$ cat config.mk
export PLATFORM = sky130hd
export DESIGN_NAME = row_pointer_update_n
export DESIGN_NICKNAME = d
export VERILOG_FILES = /design/src/rtl/row_pointer_update_n.sv
export SDC_FILE = /design/constraint.sdc
export NUM_CORES = 1
export LEC_CHECK = 0
export CAP_MARGIN = 20
export CORE_AREA = 2 2 224 226
export DETAILED_ROUTE_END_ITERATION = 10
export DIE_AREA = 0 0 226 228
export GPL_ROUTABILITY_DRIVEN = 1
export PLACE_DENSITY = 0.39
export SKIP_LAST_GASP = 1
export SLEW_MARGIN = 20
export SYNTH_ARGS = -nofsm -noshare
export SYNTH_HDL_FRONTEND = slang
export SYNTH_SLANG_ARGS = --single-unit
$ cat constraint.sdc
create_clock -name clock -period 5.55 [get_ports clock]
set_input_delay 1.11 -clock clock [delete_from_list [all_inputs] [get_ports clock]]
set_output_delay 1.11 -clock clock [all_outputs]
set_load 0.02 [all_outputs]
$ cat src/rtl/row_pointer_update_n.sv
// row_pointer_update_n: per-channel row-number tracker for the routing grid
// walker. Each channel loads a start row from a packed row word (entry chosen
// by the low coordinate bits, entry 0 at the MSB end) and then steps that row
// on found/wire events, saturating at MAX_ROW.
// Optional build macro ROW_PTR_WRAP_EN: an advance at MAX_ROW wraps to 0 and
// reports a one-cycle row_sat strobe instead of saturating.
module row_pointer_update_n #(
  parameter int NUM_CH  = 2,
  parameter int ENTRIES = 16,
  parameter int ENTRY_W = 16,
  parameter int ROW_W   = 11,
  parameter int COORD_W = 16,
  parameter int MAX_ROW = 2047
) (
  input  logic                              clock,
  input  logic                              reset_n,
  input  logic                              enable,
  input  logic [NUM_CH*COORD_W-1:0]         coord,
  input  logic [NUM_CH*ENTRIES*ENTRY_W-1:0] row_word,
  input  logic [NUM_CH-1:0]                 flag,
  input  logic [NUM_CH-1:0]                 diag_done,
  input  logic [2*NUM_CH-1:0]               found,
  input  logic [NUM_CH-1:0]                 wire_hit,
  output logic [NUM_CH*ROW_W-1:0]           row_no,
  output logic [NUM_CH-1:0]                 row_valid,
  output logic [NUM_CH-1:0]                 row_sat,
  output logic [NUM_CH-1:0]                 adv_pulse
);

  typedef enum logic [1:0] {
    ST_EMPTY = 2'd0,
    ST_TRACK = 2'd1,
    ST_SAT   = 2'd2
  } state_t;

  localparam int IDX_W  = (ENTRIES > 1) ? $clog2(ENTRIES) : 1;
  localparam int WORD_W = ENTRIES * ENTRY_W;
  localparam logic [ROW_W-1:0] MAX_ROW_V = ROW_W'(MAX_ROW);

  // Only the low coordinate bits and the low entry bits are consumed; fold
  // the full inputs here so the partially used buses are accounted for.
  logic unused_in;
  assign unused_in = ^{coord, row_word};

  for (genvar c = 0; c < NUM_CH; c++) begin : g_ch
    state_t             state_q, state_d;
    logic [ROW_W-1:0]   row_q, row_d;
    logic               sat_q, sat_d;
    logic               adv_q, adv_d;
    logic [WORD_W-1:0]  word;
    logic [IDX_W-1:0]   idx;
    logic [ROW_W-1:0]   ld_val;
    logic               ld_req;
    logic               adv_req;
    logic               ld_clamp;

    assign word     = row_word[c*WORD_W +: WORD_W];
    assign idx      = coord[c*COORD_W +: IDX_W];
    assign ld_req   = enable & flag[c] & ~diag_done[c];
    assign adv_req  = enable & diag_done[c] & ((found[2*c +: 2] == 2'b01) | wire_hit[c]);
    assign ld_clamp = (ld_val > MAX_ROW_V);

    // Entry mux: entry k lives at the (ENTRIES-1-k)-th slot from the LSB end.
    always_comb begin
      ld_val = '0;
      for (int k = 0; k < ENTRIES; k++) begin
        if (idx == IDX_W'(k)) begin
          ld_val = word[(ENTRIES-1-k)*ENTRY_W +: ROW_W];
        end
      end
    end

    // Channel FSM next-state: load has priority in form only (L and A never
    // coincide because of the diag_done term); enable=0 leaves everything held.
    always_comb begin
      state_d = state_q;
      row_d   = row_q;
      adv_d   = 1'b0;
`ifdef ROW_PTR_WRAP_EN
      sat_d   = 1'b0;
`else
      sat_d   = sat_q;
`endif
      if (ld_req) begin
        if (ld_clamp) begin
          row_d   = MAX_ROW_V;
          state_d = ST_SAT;
          sat_d   = 1'b1;
        end else begin
          row_d   = ld_val;
          state_d = ST_TRACK;
          sat_d   = 1'b0;
        end
      end else if (adv_req && (state_q == ST_TRACK)) begin
        if (row_q < MAX_ROW_V) begin
          row_d = row_q + ROW_W'(1);
          adv_d = 1'b1;
        end else begin
`ifdef ROW_PTR_WRAP_EN
          row_d = '0;
          adv_d = 1'b1;
          sat_d = 1'b1;
`else
          state_d = ST_SAT;
          sat_d   = 1'b1;
`endif
        end
      end
    end

    // Channel state registers; reset discards everything immediately.
    always_ff @(posedge clock or negedge reset_n) begin
      if (!reset_n) begin
        state_q <= ST_EMPTY;
        row_q   <= '0;
        sat_q   <= 1'b0;
        adv_q   <= 1'b0;
      end else begin
        state_q <= state_d;
        row_q   <= row_d;
        sat_q   <= sat_d;
        adv_q   <= adv_d;
      end
    end

    assign row_no[c*ROW_W +: ROW_W] = row_q;
    assign row_valid[c]             = (state_q != ST_EMPTY);
    assign row_sat[c]               = sat_q;
    assign adv_pulse[c]             = adv_q;
  end

endmodule

==> results of run 1 <==
[cells by family (layout without fill, tap and decap cells)]
| group | count (synthesis) | in the layout | synth area share [%] |
|---|---|---|---|
| muxes | 54 | 54 | 12.0 |
| other | 0 | 1 | 0 |
| buffers and inverters | 81 | 440 | 7.65 |
| xor gates and xnor gates | 10 | 10 | 1.73 |
| AOI/OAI and AO/OA | 300 | 300 | 38.7 |
| DFF | 28 | 28 | 13.9 |
| adders and majority gates | 2 | 2 | 0.495 |
| and+or+nand+nor | 254 | 254 | 25.5 |
[Yosys cell counts, drive strengths merged, types with 16 or more instances]
master  number  area [µm²]
mux2i       38         380
buf         48         263
dfrtp       28         701
nor3        28         140
nand2b      16         103
o22ai       41         257
nand3       27         140
nor2        57         216
clkbuf      19        71.3
a21oi       46         230
o21ai       85         425
nand2       61         229
[worst max-delay path: stages]
cell	delay, ns
clkdlybuf4s50_1	1.08
or2_2	0.54
o22ai_1	0.15
o31ai_1	0.35
a22oi_1	0.11
a2111oi_0	0.44
a2bb2oi_1	0.19
[through the flow]
step                      utilization (%)  instance area (µm²)  hold slack [ns]  cells
after global placement               19.7                 9710            0.469   1757
after floorplan                         -                 5050            0.456    729
after detailed placement             19.7                 9720            0.483   1757
after global routing                 19.8                 9790            0.523   1760
final                                19.8                 9790            0.493   1761
after CTS                            19.8                 9790            0.501   1760
[final cells by class]
class                   count  area share, %
diodes                      1         0.0256
clock buffers               3          0.767
inverters                  14          0.537
multi-input cells         620           40.5
flip-flops and latches     28           7.15
well taps                 672           8.59
repair buffers            423           42.4
[layer usage]
layer | track usage, % | wire length [µm] | up-vias
met3 | 5.31 | 4130 | 51
met4 | 5.67 | 1780 | 4
met5 | 0 | 32 | -
met2 | 27.6 | 20000 | 436
li1 | - | - | 3533
met1 | 14.0 | 13600 | 3384
[registers in the layout, indices dropped and copies added, names as in the netlist]
signal and cells:
g_ch.adv_q 2, g_ch.state_q 4, g_ch.row_q 22
[where the power goes]
part           internal, µW  switching (µW)  leakage (µW)
clock network          96.2            79.8     0.0000370
logic                   473             436       0.00300
registers               247            74.9      0.000317
total                   816             591       0.00336
[worst max path at each step]
stage,slack [ns],to,cells after the start
after global placement,1.44,g_ch[1].row_q[3]$_DFFE_PN0P_,7
after detailed placement,1.46,g_ch[1].row_q[3]$_DFFE_PN0P_,7
after global routing,1.55,g_ch[1].row_q[4]$_DFFE_PN0P_,7
after floorplan,2.96,g_ch[1].row_q[2]$_DFFE_PN0P_,9
after CTS,1.73,g_ch[1].row_q[3]$_DFFE_PN0P_,7
final,1.76,g_ch[1].row_q[4]$_DFFE_PN0P_,7
==> metrics, run 1 <==
status=complete, no violations; Fin. Hold Viols=0; Synth Area per Inst=6.93 µm²; DR DRC count=0; fraction of registers with async set/reset=100%; die height=228 µm; max cap viols=0; via/cell ratio=4.21; Post-synth EDFFs=0; clock transition at the registers of the reported paths=0.07 ns; fill count=5618; worst vdd rail ir drop=0.0889 mV; Post-synth top flop=dfrtp_1; fmax=264 MHz; Leakage=0.00336 µW; initial DRC count=315; Register-to-Register Path Depth=7; buffer count from post-CTS setup fixing=0; Die Span X=226 µm; Reg-to-Reg End=g_ch[1].row_q[8]$_DFFE_PN0P_; Final Slew Violations=0; syn nets=1288; Critical Path RT=5.75 ns; number of H-tree levels=1; initial antenna violation count=2; vias in the first global route=7847; YS warnings=0; post-place setup slack=1.46 ns; Hold Crit Endpoint=g_ch[1].state_q[0]$_DFFE_PN0P_; RSZ-0062 raised after global routing=false; Synth cell types=73; Clock Path Buffers=2; Total GRT Usage=14.5%; most frequent cells in the layout=clkdlybuf4s50_1 (395), o21ai_0 (81), nand2_1 (61); HPWL Detailed=33.8 mm; routed wire length=39.5 mm; die area=51500 µm²; area taken by flip-flops and latches=701 µm²; global placer's final weighted congestion=0.870; worst r2r src=g_ch[1].row_q[0]$_DFFE_PN0P_; Worst Setup SP=coord[18]; commonest non-fill, non-tap cell in the layout=clkdlybuf4s50_1; crit start category=input port; first-pass GRT wire length=54.7 mm; r2r setup slk=3.36 ns; PD cells=144 nW/µm²; CTS tree=yes; clk_lat worst skew=0.27 ns; final worst path period need=3.79 ns; Clock Skews=0.00448 ns; Hold Path Cell Cnt=1; cts repair resizes=0; core area=49300 µm²; Area growth syn-to-layout=93.7%; relative slew slack=38.0%; clock sinks=28; largest net degree at the start of global routing=54; crit path DAT=3.99 ns; Setup crit end kind=flip-flop; mapped cell area=5050 µm²; HP Class=reg -> reg; crit path kind=in -> reg; antenna-violating nets left=0; actual slew at the worst max-slew pin=0.924 ns; NumNets Final=1649; Worst Min Path Start=g_ch[1].state_q[0]$_DFFE_PN0P_; I/O pins=585; initial core utilization=10.2%; I/O Buffers=400; TritonCTS Buffers=3; aggregate global routing overflow=0; worst setup margin=1.76 ns; clk root buf=clkbuf_16; post-cts hold buffer count=0; share of cells above drive strength 1=5.97%; vias=7408; Seq/Total Area, Yosys=13.9%; Max FO, Critical Path=19; floorplan row count=82; routed len/inst=22.4 µm; setup_tns=0 ns; first-pass iteration count of the detailed router=5; fin crit share=68.3%; final setup vio count=0; Mapped Cells=729; area of the multi-input gates=3970 µm²; Pwr Total=1410 µW; #FFs+latches synth=28
(Power assumes the default switching activity.)
==> inputs of run 2 (changes only) <==
--- a/config.mk
+++ b/config.mk
@@ -6,11 +6,11 @@
 export NUM_CORES = 1
 export LEC_CHECK = 0
 export CAP_MARGIN = 20
-export CORE_AREA = 2 2 224 226
+export CORE_AREA = 2 2 226 228
 export DETAILED_ROUTE_END_ITERATION = 10
-export DIE_AREA = 0 0 226 228
+export DIE_AREA = 0 0 228 230
 export GPL_ROUTABILITY_DRIVEN = 1
-export PLACE_DENSITY = 0.39
+export PLACE_DENSITY = 0.38
 export SKIP_LAST_GASP = 1
 export SLEW_MARGIN = 20
 export SYNTH_ARGS = -nofsm -noshare
==> constraint.sdc (replaced) <==
create_clock -name clock -period 3.93 [get_ports clock]
set_input_delay 0.786 -clock clock [delete_from_list [all_inputs] [get_ports clock]]
set_output_delay 0.786 -clock clock [all_outputs]
set_load 0.02 [all_outputs]
==> run 2 against run 1 <==
  * Sequential share of layout area shrank 0.15 points
  * Cell area is 2.2% higher
  * Combinational power increased by 43%
  * Critical path depth stayed put
  * Die area is 1.8% higher
  * Critical path type unchanged
  * Largest power group unchanged
  * Count of clock-buffer cells in the layout unchanged
==> metrics, run 2 (synthesis gave the netlist of run 1 again) <==
I/O Buffers=400; initial DRC count=373; Biggest register=g_ch.row_q; worst r2r src=g_ch[1].state_q[1]$_DFFE_PN0P_; vias in the first global route=8240; Max FO, Critical Path=17; Register-to-Register Path Depth=5; Worst Min Path Start=g_ch[1].state_q[0]$_DFFE_PN0P_; Clock Path Buffers=2; Leakage=0.00348 µW; DR DRC count=0; share of cells above drive strength 1=7.66%; clk root buf=clkbuf_16; largest net degree at the start of global routing=61; buffer count from post-CTS setup fixing=0; first-pass iteration count of the detailed router=5; actual slew at the worst max-slew pin=0.827 ns; PD cells=210 nW/µm²; Hold Path Cell Cnt=1; setup_tns=0 ns; antenna-violating nets left=0; routed wire length=39.5 mm; max cap viols=0; Area growth syn-to-layout=97.9%; Largest regs=g_ch.row_q x22, g_ch.state_q x4, g_ch.adv_q x2; post-cts hold buffer count=0; via/cell ratio=4.22; most frequent cells in the layout=clkdlybuf4s50_1 (395), o21ai_0 (81), nand2_1 (61); Psw=858 µW; crit start category=input port; ANT cells=0; number of H-tree levels=1; aggregate global routing overflow=0; clk_lat worst skew=0.29 ns; initial core utilization=10.1%; crit path kind=in -> reg; status=complete, no violations; commonest non-fill, non-tap cell in the layout=clkdlybuf4s50_1; global placer's final weighted congestion=0.889; floorplan row count=82; fin crit share=76.5%; I/O pins=585; final worst path period need=3.01 ns; worst vdd rail ir drop=0.130 mV; CTS tree=yes; Core Util, Final=20.1%; die height=230 µm; max FFs per register=22; Total GRT Usage=14.5%; post-place setup slack=0.586 ns; clock transition at the registers of the reported paths=0.09 ns; register share of total power=21.8%; Reg-to-Reg End=g_ch[1].row_q[7]$_DFFE_PN0P_; Hold Crit Endpoint=g_ch[1].state_q[0]$_DFFE_PN0P_; TritonCTS Buffers=3; fmax=333 MHz; Clock Power Share=16.1%; r2r setup slk=1.67 ns; routed len/inst=22.2 µm; relative slew slack=44.5%; die area=52400 µm²; Clock Skews=0.0106 ns; HPWL Detailed=33.7 mm; cell internal pwr=1240 µW; crit path DAT=3.19 ns; core area=49900 µm²; NumNets Final=1669; clock sinks=28; Final Slew Violations=0; HP Class=reg -> reg; final setup vio count=0; initial antenna violation count=0; Logic pwr share=62.1%; vias=7509; worst setup margin=0.925 ns; Setup crit end kind=flip-flop; Die Span X=228 µm; Critical Path RT=4.12 ns; Fin. Hold Viols=0; Sw Share=40.9%; RSZ-0062 raised after global routing=false; first-pass GRT wire length=57.3 mm; cts repair resizes=0
==> run 2: cell count changes in the layout (fill, tap and decap cells not counted), sizes merged <==
cell	delta
bufinv	+1
buf	+20
diode	-1
==> run 2: metrics by stage <==
stage          cell area (µm²)  instances  hold slack (ns)  total power [µW]
4_1_cts                  10000       1781            0.529              2150
6_report                 10000       1781            0.527              2100
5_1_grt                  10000       1781            0.551              2230
3_3_place_gp              9900       1777            0.505              1790
2_1_floorplan             5050        729            0.456               957
3_5_place_dp              9900       1777            0.498              1790
==> run 2: worst max path at each step <==
| stage | start | end | slack, ns | cells past startpoint |
|---|---|---|---|---|
| 2_1_floorplan | coord[18] | g_ch[1].row_q[2]$_DFFE_PN0P_ | 1.67 | 9 |
| 3_3_place_gp | coord[3] | g_ch[0].row_q[7]$_DFFE_PN0P_ | 0.60 | 7 |
| 3_5_place_dp | coord[3] | g_ch[0].row_q[7]$_DFFE_PN0P_ | 0.59 | 7 |
| 4_1_cts | coord[3] | g_ch[0].row_q[7]$_DFFE_PN0P_ | 0.90 | 7 |
| 5_1_grt | coord[3] | g_ch[0].row_q[7]$_DFFE_PN0P_ | 0.76 | 7 |
| 6_report | coord[3] | g_ch[0].row_q[7]$_DFFE_PN0P_ | 0.92 | 7 |
==> run 2: worst max-delay path, cell delays in order <==
cell,delay (ns)
clkdlybuf4s50_1,0.78
and2_1,0.33
nand3_1,0.22
o21ai_0,0.24
nor4_1,0.53
a32oi_1,0.11
a21o_1,0.18
==> run 2: power by group through the flow <==
stage | sequential (µW) | clock, µW | combinational (µW)
2_1_floorplan | 496 | 0 | 461
5_1_grt | 469 | 363 | 1400
3_5_place_dp | 468 | 0 | 1320
3_3_place_gp | 468 | 0 | 1320
4_1_cts | 464 | 355 | 1330
6_report | 457 | 339 | 1300
==> run 2: area by class of cell <==
class | count | area (µm²)
clock buffers | 3 | 75.1
clock inverters | 1 | 30.0
fillers | 5735 | 39900
inverters | 14 | 52.6
multi-input cells | 620 | 3970
flip-flops and latches | 28 | 701
well taps | 672 | 841
repair buffers | 443 | 4340
==> run 2: routing by layer <==
metal | wire length, µm | track usage, %
met1 | 14400 | 15.0
met5 | 0 | 0
met4 | 799 | 3.17
met3 | 3650 | 4.29
met2 | 20700 | 28.7
==> inputs of run 3 (changes only) <==
--- a/config.mk
+++ b/config.mk
@@ -6,11 +6,11 @@
 export NUM_CORES = 1
 export LEC_CHECK = 0
 export CAP_MARGIN = 20
-export CORE_AREA = 2 2 226 228
+export CORE_AREA = 2 2 225 227
 export DETAILED_ROUTE_END_ITERATION = 10
-export DIE_AREA = 0 0 228 230
+export DIE_AREA = 0 0 227 229
 export GPL_ROUTABILITY_DRIVEN = 1
-export PLACE_DENSITY = 0.38
+export PLACE_DENSITY = 0.4
 export SKIP_LAST_GASP = 1
 export SLEW_MARGIN = 20
 export SYNTH_ARGS = -nofsm -noshare
==> constraint.sdc (replaced) <==
create_clock -name clock -period 2.6 [get_ports clock]
set_input_delay 0.52 -clock clock [delete_from_list [all_inputs] [get_ports clock]]
set_output_delay 0.52 -clock clock [all_outputs]
set_load 0.02 [all_outputs]
==> run 3 against run 2 <==
  * Critical endpoint unchanged
  * Global-route usage is 0.14 points higher
  * Sequential power increased by 52%
  * Clock power grew 11%
  * Cell area grew 8.0%
  * Wire length increased by 1.3%
  * Final cell count is 5.4% higher
  * Setup slack lost 0.79 ns
  * Count of clock-buffer cells in the layout unchanged
  * Total power rose by 52%
  * Core utilization rose by 1.7 points
==> metrics, run 3 (synthesis gave the netlist of run 1 again) <==
status=complete, no violations; most frequent cells in the layout=clkdlybuf4s50_1 (394), buf_4 (131), o21ai_0 (80); crit path kind=in -> reg; Leakage=0.00397 µW; Total GRT Usage=14.7%; global placer's final weighted congestion=0.837; Clock Skews=0.00292 ns; Die Span X=227 µm; crit start category=input port; antenna-violating nets left=0; TritonCTS Buffers=3; post-place setup slack=-0.504 ns; final setup vio count=0; fill count=5649; max FFs per register=22; HP Class=in -> async; final worst path period need=2.46 ns; Largest regs=g_ch.row_q x22, g_ch.state_q x4, g_ch.adv_q x2; crit path DAT=2.64 ns; initial core utilization=10.2%; commonest non-fill, non-tap cell in the layout=clkdlybuf4s50_1; post-cts hold buffer count=0; Fin. Hold Viols=0; first-pass iteration count of the detailed router=4; worst vdd rail ir drop=0.245 mV; initial antenna violation count=5; number of H-tree levels=1; NumNets Final=1765; DR DRC count=0; Max FO, Critical Path=30; clock sinks=28; relative slew slack=47.3%; Critical Path RT=2.77 ns; fmax=406 MHz; Finished Cell Area=10800 µm²; RSZ-0062 raised after global routing=false; Core Util, Final=21.8%; Final Slew Violations=0; Area growth syn-to-layout=114%; die height=229 µm; # placed instances=1873; HPWL Detailed=35.0 mm; routed wire length=40.0 mm; I/O Buffers=400; initial DRC count=318; clk root buf=clkbuf_16; Pwr Total=3200 µW; routed len/inst=21.3 µm; via/cell ratio=4.21; clock transition at the registers of the reported paths=0.08 ns; worst setup margin=0.138 ns; actual slew at the worst max-slew pin=0.790 ns; max cap viols=0; dpl cell area=10700 µm²; I/O pins=585; largest net degree at the start of global routing=47; core area=49700 µm²; Clock Path Buffers=2; first-pass GRT wire length=56.0 mm; Layout Cells excl Fill=1877; r2r setup slk=0.47 ns; PD cells=296 nW/µm²; Biggest register=g_ch.row_q; clk_lat worst skew=0.27 ns; die area=52000 µm²; share of cells above drive strength 1=15.4%; vias=7904; aggregate global routing overflow=0; fin crit share=94.7%; vias in the first global route=8491; Setup crit end kind=flip-flop; floorplan row count=82; CTS tree=yes
[run 3: changes by cell type in the layout (fill, tap and decap cells not counted), sizes merged]
cell           previous run  this run
clkdlybuf4s50           395       394
buf                      48       144
dlymetal6s2s              0         1
diode                     0         1
bufinv                    1         0
[run 3: layout make-up]
class / instances / area (µm²) / area share [%]
clock buffer: 3 / 75.1 / 0.694
timing repair buffer: 539 / 5120 / 47.4
sequential: 28 / 701 / 6.48
multi-input combinational: 620 / 4010 / 37.1
inverter: 14 / 52.6 / 0.486
antenna: 1 / 2.50 / 0.0231
tap: 672 / 841 / 7.78
[run 3: worst paths after layout]
check / startpoint / endpoint / cells past startpoint
max: coord[2] / g_ch[0].row_q[7]$_DFFE_PN0P_ / 10
min: reset_n / g_ch[1].row_q[3]$_DFFE_PN0P_ / 1
max reg2reg: g_ch[1].row_q[6]$_DFFE_PN0P_ / g_ch[1].row_q[2]$_DFFE_PN0P_ / 7
min reg2reg: g_ch[0].state_q[0]$_DFFE_PN0P_ / g_ch[0].state_q[0]$_DFFE_PN0P_ / 2
max in group asynchronous: reset_n / g_ch[0].state_q[1]$_DFFE_PN0P_ / 1
min in group clock: g_ch[0].state_q[0]$_DFFE_PN0P_ / g_ch[0].state_q[0]$_DFFE_PN0P_ / 2
[run 3: critical path, cell delays in order]
cell             delay (ns)
clkdlybuf4s50_1        0.49
buf_4                  0.35
nor2b_1                0.15
nand2_1                0.17
buf_4                  0.14
o21ai_0                0.07
nor4_1                 0.34
buf_4                  0.18
a32oi_1                0.05
a21o_1                 0.16
[run 3: repair_timing]
action,4_1_cts,5_1_grt
endpoints found under the setup margin,5,8
pin swaps,1,2
setup buffers,0,0
gates resized for setup,5,5
[run 3: power by group]
part	switching [µW]	leakage, µW	internal [µW]
clock network	170	0.0000370	205
registers	167	0.000317	527
logic	968	0.00361	1160
[run 3: stage by stage]
| step | hold WS, ns | setup TNS, ns |
|---|---|---|
| CTS | 0.359 | -0.00745 |
| global route | 0.369 | 0 |
| detailed placement | 0.531 | -4.10 |
| floorplan | 0.224 | 0 |
| finish | 0.320 | 0 |
| global placement | 0.525 | -4.38 |
[run 3: metal layers]
| layer | global-route usage [%] | wire (µm) |
|---|---|---|
| met4 | 5.96 | 1720 |
| met1 | 14.1 | 14000 |
| met2 | 28.0 | 20100 |
| met5 | 0 | 31 |
| met3 | 5.14 | 4190 |
